--- src/rtl/elc_pkg.sv ---
// Shared definitions for the elevator call-scheduling stage.
// Holds the default floor count, the scheduler state enum, the SCAN direction
// constants and a one-hot test that is used by the scheduler and the bench.
package elc_pkg;

    localparam int unsigned DEFAULT_NUM_FLOORS   = 8;
    localparam int unsigned DEFAULT_DWELL_CYCLES = 4;

    typedef enum logic [1:0] {
        IDLE  = 2'd0,
        SERVE = 2'd1,
        DWELL = 2'd2
    } sched_state_t;

    localparam logic DIR_UP   = 1'b1;
    localparam logic DIR_DOWN = 1'b0;

    // True when exactly one bit is set (callers zero-extend narrower buses).
    function automatic logic is_onehot(input logic [31:0] v);
        return (v != '0) && ((v & (v - 32'd1)) == '0);
    endfunction

endpackage

--- src/rtl/elc_scan_pick.sv ---
// SCAN target selection (purely combinational).
// Ports:
//   pending   in  NUM_FLOORS  outstanding calls, one bit per floor
//   cur_floor in  NUM_FLOORS  one-hot current floor
//   dir       in  1           current SCAN direction (DIR_UP / DIR_DOWN)
//   target    out NUM_FLOORS  one-hot chosen floor (zero when nothing found)
//   new_dir   out 1           direction to adopt if target is dispatched
//   found     out 1           a target exists away from cur_floor
module elc_scan_pick
    import elc_pkg::*;
#(
    parameter int unsigned NUM_FLOORS = DEFAULT_NUM_FLOORS
)
(
    input  logic [NUM_FLOORS-1:0] pending,
    input  logic [NUM_FLOORS-1:0] cur_floor,
    input  logic                  dir,
    output logic [NUM_FLOORS-1:0] target,
    output logic                  new_dir,
    output logic                  found
);

    logic [NUM_FLOORS-1:0] below;
    logic [NUM_FLOORS-1:0] above;
    logic [NUM_FLOORS-1:0] up_cand;
    logic [NUM_FLOORS-1:0] dn_cand;
    logic [NUM_FLOORS-1:0] near_up;
    logic [NUM_FLOORS-1:0] near_dn;

    always_comb begin
        // Floors strictly below a one-hot position are (pos - 1); the rest
        // except pos itself are strictly above.
        below   = cur_floor - NUM_FLOORS'(1);
        above   = ~(below | cur_floor);
        up_cand = pending & above;
        dn_cand = pending & below;

        // Nearest above is the lowest set bit of up_cand.
        near_up = up_cand & (~up_cand + NUM_FLOORS'(1));

        // Nearest below is the highest set bit of dn_cand.
        near_dn = '0;
        for (int unsigned i = 0; i < NUM_FLOORS; i++) begin
            if (dn_cand[i]) begin
                near_dn    = '0;
                near_dn[i] = 1'b1;
            end
        end

        target  = '0;
        new_dir = dir;
        found   = 1'b0;
        if (dir == DIR_UP) begin
            if (up_cand != '0) begin
                target = near_up;
                found  = 1'b1;
            end else if (dn_cand != '0) begin
                target  = near_dn;
                new_dir = DIR_DOWN;
                found   = 1'b1;
            end
        end else begin
            if (dn_cand != '0) begin
                target = near_dn;
                found  = 1'b1;
            end else if (up_cand != '0) begin
                target  = near_up;
                new_dir = DIR_UP;
                found   = 1'b1;
            end
        end
    end

endmodule

--- src/rtl/elc_call_scheduler.sv ---
// Elevator call scheduler: latches call buttons, picks the next floor with a
// SCAN policy, drives the controller's one-hot request and holds a door dwell
// at each served floor.
// Optional feature macro: ELC_FIRE_RECALL_EN (adds input fire_recall).
// Ports:
//   clk           in  1           system clock, rising edge
//   reset         in  1           asynchronous, active-high reset
//   call_btn      in  NUM_FLOORS  call buttons (level or pulse)
//   cur_floor     in  NUM_FLOORS  one-hot current floor from controller
//   complete      in  1           controller arrived at request_floor
//   over_time     in  1           door-open-too-long alert
//   over_weight   in  1           overload alert
//   fire_recall   in  1           (ELC_FIRE_RECALL_EN only) recall to floor 0
//   request_floor out NUM_FLOORS  one-hot target to controller
//   pending       out NUM_FLOORS  outstanding calls
//   sched_dir     out 1           SCAN direction, 1=up 0=down
//   busy          out 1           scheduler not idle
//   floor_err     out 1           sticky: cur_floor was not one-hot
module elc_call_scheduler
    import elc_pkg::*;
#(
    parameter int unsigned NUM_FLOORS   = DEFAULT_NUM_FLOORS,
    parameter int unsigned DWELL_CYCLES = DEFAULT_DWELL_CYCLES
)
(
    input  logic                  clk,
    input  logic                  reset,
    input  logic [NUM_FLOORS-1:0] call_btn,
    input  logic [NUM_FLOORS-1:0] cur_floor,
    input  logic                  complete,
    input  logic                  over_time,
    input  logic                  over_weight,
`ifdef ELC_FIRE_RECALL_EN
    input  logic                  fire_recall,
`endif
    output logic [NUM_FLOORS-1:0] request_floor,
    output logic [NUM_FLOORS-1:0] pending,
    output logic                  sched_dir,
    output logic                  busy,
    output logic                  floor_err
);

    localparam int unsigned CNT_W = $clog2(DWELL_CYCLES + 1);
    localparam logic [CNT_W-1:0] DWELL_LOAD = CNT_W'(DWELL_CYCLES - 1);

    sched_state_t          state, state_d;
    logic [CNT_W-1:0]      cnt, cnt_d;
    logic [NUM_FLOORS-1:0] pending_d, pending_clr, request_d;
    logic                  dir_d, err_d;
    logic                  alert, cur_bad, frozen;

    logic [NUM_FLOORS-1:0] pick_target;
    logic                  pick_dir, pick_found;

    elc_scan_pick #(.NUM_FLOORS(NUM_FLOORS)) u_pick (
        .pending   (pending),
        .cur_floor (cur_floor),
        .dir       (sched_dir),
        .target    (pick_target),
        .new_dir   (pick_dir),
        .found     (pick_found)
    );

    assign busy = (state != IDLE);

    always_ff @(posedge clk or posedge reset) begin
        if (reset) begin
            state         <= IDLE;
            pending       <= '0;
            request_floor <= NUM_FLOORS'(1);
            sched_dir     <= DIR_UP;
            floor_err     <= 1'b0;
            cnt           <= '0;
        end else begin
            state         <= state_d;
            pending       <= pending_d;
            request_floor <= request_d;
            sched_dir     <= dir_d;
            floor_err     <= err_d;
            cnt           <= cnt_d;
        end
    end

    always_comb begin
        alert       = over_time | over_weight;
        cur_bad     = !is_onehot(32'(cur_floor));
        // The live check freezes the FSM on the very edge the fault appears,
        // not one cycle later when floor_err has registered it.
        frozen      = floor_err | cur_bad;
        err_d       = frozen;
        state_d     = state;
        request_d   = request_floor;
        dir_d       = sched_dir;
        cnt_d       = cnt;
        pending_clr = '0;

        if (!frozen) begin
            unique case (state)
                IDLE: begin
                    request_d = cur_floor;
                    if ((pending & cur_floor) != '0) begin
                        pending_clr = cur_floor;
                        cnt_d       = DWELL_LOAD;
                        state_d     = DWELL;
                    end else if (pick_found) begin
                        request_d = pick_target;
                        dir_d     = pick_dir;
                        state_d   = SERVE;
                    end
                end
                SERVE: begin
                    if (!alert && complete && (cur_floor == request_floor)) begin
                        pending_clr = request_floor;
                        cnt_d       = DWELL_LOAD;
                        state_d     = DWELL;
                    end
                end
                DWELL: begin
                    if (!alert) begin
                        if (cnt == '0) begin
                            state_d = IDLE;
                        end else begin
                            cnt_d = cnt - CNT_W'(1);
                        end
                    end
                end
                default: state_d = IDLE;
            endcase
        end

        // A clear in this cycle beats a simultaneous press of the same floor.
        pending_d = (pending | call_btn) & ~pending_clr;

`ifdef ELC_FIRE_RECALL_EN
        if (fire_recall) begin
            pending_d = '0;
            if (!frozen) begin
                request_d = NUM_FLOORS'(1);
                cnt_d     = '0;
                state_d   = (cur_floor == NUM_FLOORS'(1)) ? IDLE : SERVE;
            end
        end
`endif
    end

endmodule

--- config.mk ---
export PLATFORM = sky130hd
export DESIGN_NAME = elc_call_scheduler
export DESIGN_NICKNAME = d
export VERILOG_FILES = /design/src/rtl/elc_pkg.sv /design/src/rtl/elc_scan_pick.sv /design/src/rtl/elc_call_scheduler.sv
export SDC_FILE = /design/constraint.sdc
export NUM_CORES = 1
export LEC_CHECK = 0
export CORE_MARGIN = 2
export CORE_UTILIZATION = 47
export CTS_CLUSTER_DIAMETER = 40
export DETAILED_ROUTE_END_ITERATION = 10
export PLACE_DENSITY = 0.77
export SETUP_SLACK_MARGIN = 0.3
export SLEW_MARGIN = 20
export SYNTH_ARGS = -nofsm -noshare
export SYNTH_HDL_FRONTEND = slang
export SYNTH_HIERARCHICAL = 1
export SYNTH_SLANG_ARGS = --single-unit
--- constraint.sdc ---
create_clock -name clk -period 2.65 [get_ports clk]
set_clock_uncertainty 0.2 [all_clocks]
set_input_delay 0.53 -clock clk [delete_from_list [all_inputs] [get_ports clk]]
set_output_delay 0.53 -clock clk [all_outputs]
set_load 0.005 [all_outputs]
# [After elaboration in Yosys (flattened, before gate mapping)]
# Cells that the tools add are included.
[totals] rom_bits=0 word_cells=91 in_bits=21 output_inout_bits=19 ramBits=0 ff_bits=23 latchBits=0 memories=0
[op_classes] multipliers=0 n_addsub=4 magnitude_cmp=0 shift=0 n_bitwise=15 n_mux=39 div=0 n_reduce_logical=18 n_eq_ne=9
[op_table] operator="8-bit 2-to-1 mux" n=17
[op_table] operator="8-bit AND" n=5
[op_table] operator="8-bit by 32-bit AND with 32-bit output" n=1
[op_table] operator="32-bit logical NOT" n=1
[op_table] operator="8-bit nonzero test" n=4
[op_table] operator="8-bit inverter" n=3
[op_table] operator="8-bit bitwise OR" n=2
[op_table] operator="8-bit one-hot mux with 2 select lines" n=1
[op_table] operator="3-bit 2-to-1 mux" n=4
[op_table] operator="1-bit 2-to-1 mux" n=10
[op_table] operator="2-bit 2-to-1 mux" n=5
[op_table] operator="2-bit != test (second input constant)" n=5
[op_table] operator="3-bit one-hot mux with 3 select lines" n=1
[op_table] operator="8-bit by 1-bit subtractor with 9-bit output (second input constant)" n=1
[op_table] operator="8-bit by 1-bit adder with 8-bit output (second input constant)" n=1
[op_table] operator="8-bit equality test" n=1
[op_table] operator="8-bit by 1-bit subtractor with 8-bit output (second input constant)" n=1
[op_table] operator="2-bit one-hot mux with 3 select lines" n=1
[op_table] operator="6-bit AND reduction" n=1
[op_table] operator="5-bit AND reduction" n=1
[op_table] operator="4-bit AND reduction" n=1
[op_table] operator="1-bit logical AND" n=3
[op_table] operator="3-bit logical NOT" n=1
[op_table] operator="3-bit != test (second input constant)" n=1
[op_table] operator="other kinds (10)" n=13

# [Logic depth before layout (Yosys ltp)]
[depth] depth_word=15 mapped_depth=12

# [Modules after synthesis]
# The synthesis kept the hierarchy.
[by_module_without_submodules] mod="elc_call_scheduler" n_inst=1 area_each_um2=1452.6 cells_per_inst=139
[by_module_without_submodules] mod="elc_scan_pick" n_inst=1 area_each_um2=488.0 cells_per_inst=76

# [Worst setup path after synthesis]
# No wires, ideal clock.
[synth_timing] path_type="input-to-reg" start="input cur_floor[0]" end="register request_floor[4]" stages=11 arrival_time_ps=3540 setup_slack_ps=-1215 setup_ps=125 n_path_buf=0 path_cell_list="inv_1 -> nand3_1 -> or3_1 -> or3_1 -> ha_1 -> a222oi_1 -> nand4_2 -> or3_1 -> nand2_1 -> mux2_2 -> mux2_4"
[synth_lines] item="start: declaration" line_no="elc_call_scheduler.sv:29" source="input logic [NUM_FLOORS-1:0] cur_floor,"
[synth_lines] item="8-bit by 1-bit subtractor with 8-bit output" line_no="elc_scan_pick.sv:33" source="below = cur_floor - NUM_FLOORS'(1);"
[synth_lines] item="8-bit bitwise OR" line_no="elc_scan_pick.sv:34" source="above = ~(below | cur_floor);"
[synth_lines] item="8-bit inverter" line_no="elc_scan_pick.sv:34"
[synth_lines] item="8-bit AND" line_no="elc_scan_pick.sv:35" source="up_cand = pending & above;"
[synth_lines] item="8-bit nonzero test" line_no="elc_scan_pick.sv:54, elc_scan_pick.sv:66"
[synth_lines] item="1-bit 2-to-1 mux" line_no="elc_scan_pick.sv:66" source="end else if (up_cand != '0) begin"
[synth_lines] item="1-bit 2-to-1 mux" line_no="elc_scan_pick.sv:63" source="if (dn_cand != '0) begin"
[synth_lines] item="1-bit 2-to-1 mux (*)" line_no="elc_scan_pick.sv:53" source="if (dir == DIR_UP) begin"
[synth_lines] item="via pick_found" line_no="elc_call_scheduler.sv:53" source="logic pick_dir, pick_found;"
[synth_lines] item="8-bit 2-to-1 mux (*)" line_no="elc_call_scheduler.sv:105" source="end else if (pick_found) begin"
[synth_lines] item="8-bit 2-to-1 mux (*)" line_no="elc_call_scheduler.sv:101" source="if ((pending & cur_floor) != '0) begin"
[synth_lines] item="end signal: assignment" line_no="elc_call_scheduler.sv:77" source="request_floor <= request_d;"
[synth_lines] item="end: declaration" line_no="elc_call_scheduler.sv:36" source="output logic [NUM_FLOORS-1:0] request_floor,"
# Mark *: on every way through the listed nets, which the timed path passes. The rest lies on a longest branch.
# A chain may end at the register's enable or synchronous reset.

# [Final worst setup path]
[layout_timing] start="input cur_floor[0]" end="register request_floor[5]"
# Same word-level chain as after synthesis.

==> run metrics <==
number of synthesized flops with an enable pin 0; relative slew slack 58.8%; Clock Root Buffer clkbuf_8; area post-placement 0.00286 mm2; RSZ-0062 raised after global routing true; GRT Resource Usage Total 31.5%; HP Class flop to flop; Post-Syn Area 0.00194 mm2; Hold Fails Final Rpt 0; PD cells 246 mW/mm2; DIE AREA 0.00466 mm2; CTS Sinks 23; ant diodes 0; wirelength, routed 7.10 mm; post-layout instance area 0.00327 mm2; Most used DFF post-synth dfrtp_1; Final HPWL DP 4.65 mm; Synth Area per Inst 9.03 um2; starting DRC count in detailed routing 217; switching fraction of total power 28.5%; core box area 0.00400 mm2; fin util 81.8%; Arrival @ worst endpoint 3.27 ns; sequential share of the synthesized area 29.8%; gpl congestion 0.850; die span in x 68.3 um; Filler cells 220; num ports 40; Max Freq 302 MHz; max_cap viols 0; Internal 576 uW; CP Launch Type primary input; DIE HEIGHT 68.3 um; vias in the first global route 2192; r2r setup slk 0.14 ns; CTS tree done; CTS max path bufs 2; outcome finished, violations left; Area Overhead vs Synth 68.7%; final setup fails 10; clk_lat worst skew 0.27 ns; commonest non-fill, non-tap cell in the layout buf_4; H-tree depth 1; total design power 806 uW; layout cells sized above 1 42.7%; largest net degree at the start of global routing 16; CP Data Required Time 2.61 ns; hold-fix buffers at CTS 0; final cycle utilization of the critical path 125%; power share of the combinational group 28.1%; synthesized flop and latch total 23; sw power 229 uW; clock buffer count from CTS 3; static leakage 0.00143 uW; Final nets 346; Clk pwr share 28.0%; Worst setup EP type flop; Flop pwr share 43.8%; Setup WS post-layout -0.660 ns; total grt overflow 0; standard-cell row count 23; Final Slew Violations 0; DR WL/cell 19.5 um; vias per inst 6.17; number of antenna violations at the first check in global routing 0; Post-Syn Instances 215; initial core utilization 48.5%; routed via count 2245; Post-synth ARST share 100%; crit path max fanout 4; number of input and output port buffers inserted 39; global-route wire length before repair 10.9 mm; kind of critical path primary input to flop; DRC Markers 0; Final ANT Viol Nets 0; first drt pass iteration count 5; Worst-Margin Slew 0.618 ns; Yosys warning count 6; Reg clk slew, reported paths 0.09 ns; Mapped Nets 246; failing checks setup timing; peak supply drop 256 uV; crit path time final 3.31 ns; Synth cell types 51; commonest cells after routing, fill and taps aside buf_4 (55), clkdlybuf4s50_1 (31), nand2_1 (20)
==> repair_timing <==
action,CTS,global route
buffers inserted,9,1
endpoints found under the setup margin,22,22
pin swaps,19,13
resized for setup,62,19
hold endpoints to repair,0,0
cloned,1,0
==> critical path: stages <==
cell and delay [ns]:
buf_12 0.11, inv_12 0.04, nand3_4 0.07, or3_4 0.37, or3_4 0.34, ha_4 0.17, a222oi_1 0.34, nand3_2 0.13
or3_4 0.45, nand2_4 0.13, mux2_4 0.31, mux2_4 0.27
==> layout make-up <==
class	count	area (um2)	share of cell area (%)
inverters	16	82.6	2.52
well taps	50	62.6	1.91
clock buffers	4	45.0	1.38
repair buffers	104	946	28.9
flip-flops and latches	23	581	17.7
multi-input cells	167	1560	47.6
==> stage by stage <==
stage / hold WS (ns) / setup TNS (ns) / setup WS [ns] / cells
floorplan: 0.258 / -8.54 / -0.948 / 215
global placement: 0.269 / -20.07 / -1.41 / 349
detailed placement: 0.282 / -21.37 / -1.49 / 349
CTS: 0.300 / -7.32 / -0.786 / 363
global route: 0.317 / -6.83 / -0.744 / 364
finish: 0.299 / -5.96 / -0.660 / 364
==> cells by family after synthesis <==
| kind of cell | Yosys count | synth area share, % |
|---|---|---|
| and+or+nand+nor | 78 | 21.6 |
| buffers and inverters | 26 | 6.25 |
| xor gates and xnor gates | 8 | 3.61 |
| DFF | 23 | 29.8 |
| muxes | 18 | 12.0 |
| adders and majority gates | 11 | 6.96 |
| AOI/OAI and AO/OA | 51 | 19.8 |
==> routing by layer <==
| metal | global-route usage, % | up-vias | share of wire (%) |
|---|---|---|---|
| met3 | 7.57 | 21 | 7.6 |
| met1 | 38.7 | 1099 | 40 |
| met4 | 11.5 | 0 | 2.6 |
| met2 | 53.4 | 121 | 49 |
| li1 | - | 1004 | - |
| met5 | 0 | - | 0 |
==> worst paths after layout <==
| kind | from | to | depth (start not counted) |
|---|---|---|---|
| min in group asynchronous | reset | floor_err | 2 |
| worst min register to register | cnt[1] | cnt[1] | 1 |
| worst max-delay path | cur_floor[0] | request_floor[5] | 12 |
| worst max register to register | pending[5] | request_floor[5] | 6 |
| worst min-delay path | cnt[1] | cnt[1] | 1 |
| max in group asynchronous | reset | request_floor[6] | 3 |
==> synth_stat cells, types with 6 or more instances <==
cell type,number,area (um2)
a22oi_1,7,52.6
xor2_1,7,61.3
mux2_4,8,120
nand4_1,6,37.5
a21oi_1,7,35.0
nor2_1,16,60.1
a221oi_1,6,52.6
nand2_1,21,78.8
nand3_1,7,35.0
o21ai_0,8,40.0
ha_1,10,125
dfrtp_1,21,526
mux2_2,9,101
inv_1,16,60.1
==> registers in the layout (all words and copies together), names as in the netlist <==
name           flops
cnt                3
state              2
sched_dir          1
floor_err          1
request_floor      8
pending            8
==> power by group through the flow <==
stage | Clock [uW] | Combinational [uW] | Sequential [uW]
3_3_place_gp | 0 | 184 | 360
4_1_cts | 225 | 208 | 353
5_1_grt | 241 | 241 | 353
2_1_floorplan | 0 | 88.7 | 359
6_report | 226 | 227 | 353
3_5_place_dp | 0 | 188 | 360
Note: power is estimated with default switching activity, not from simulation.
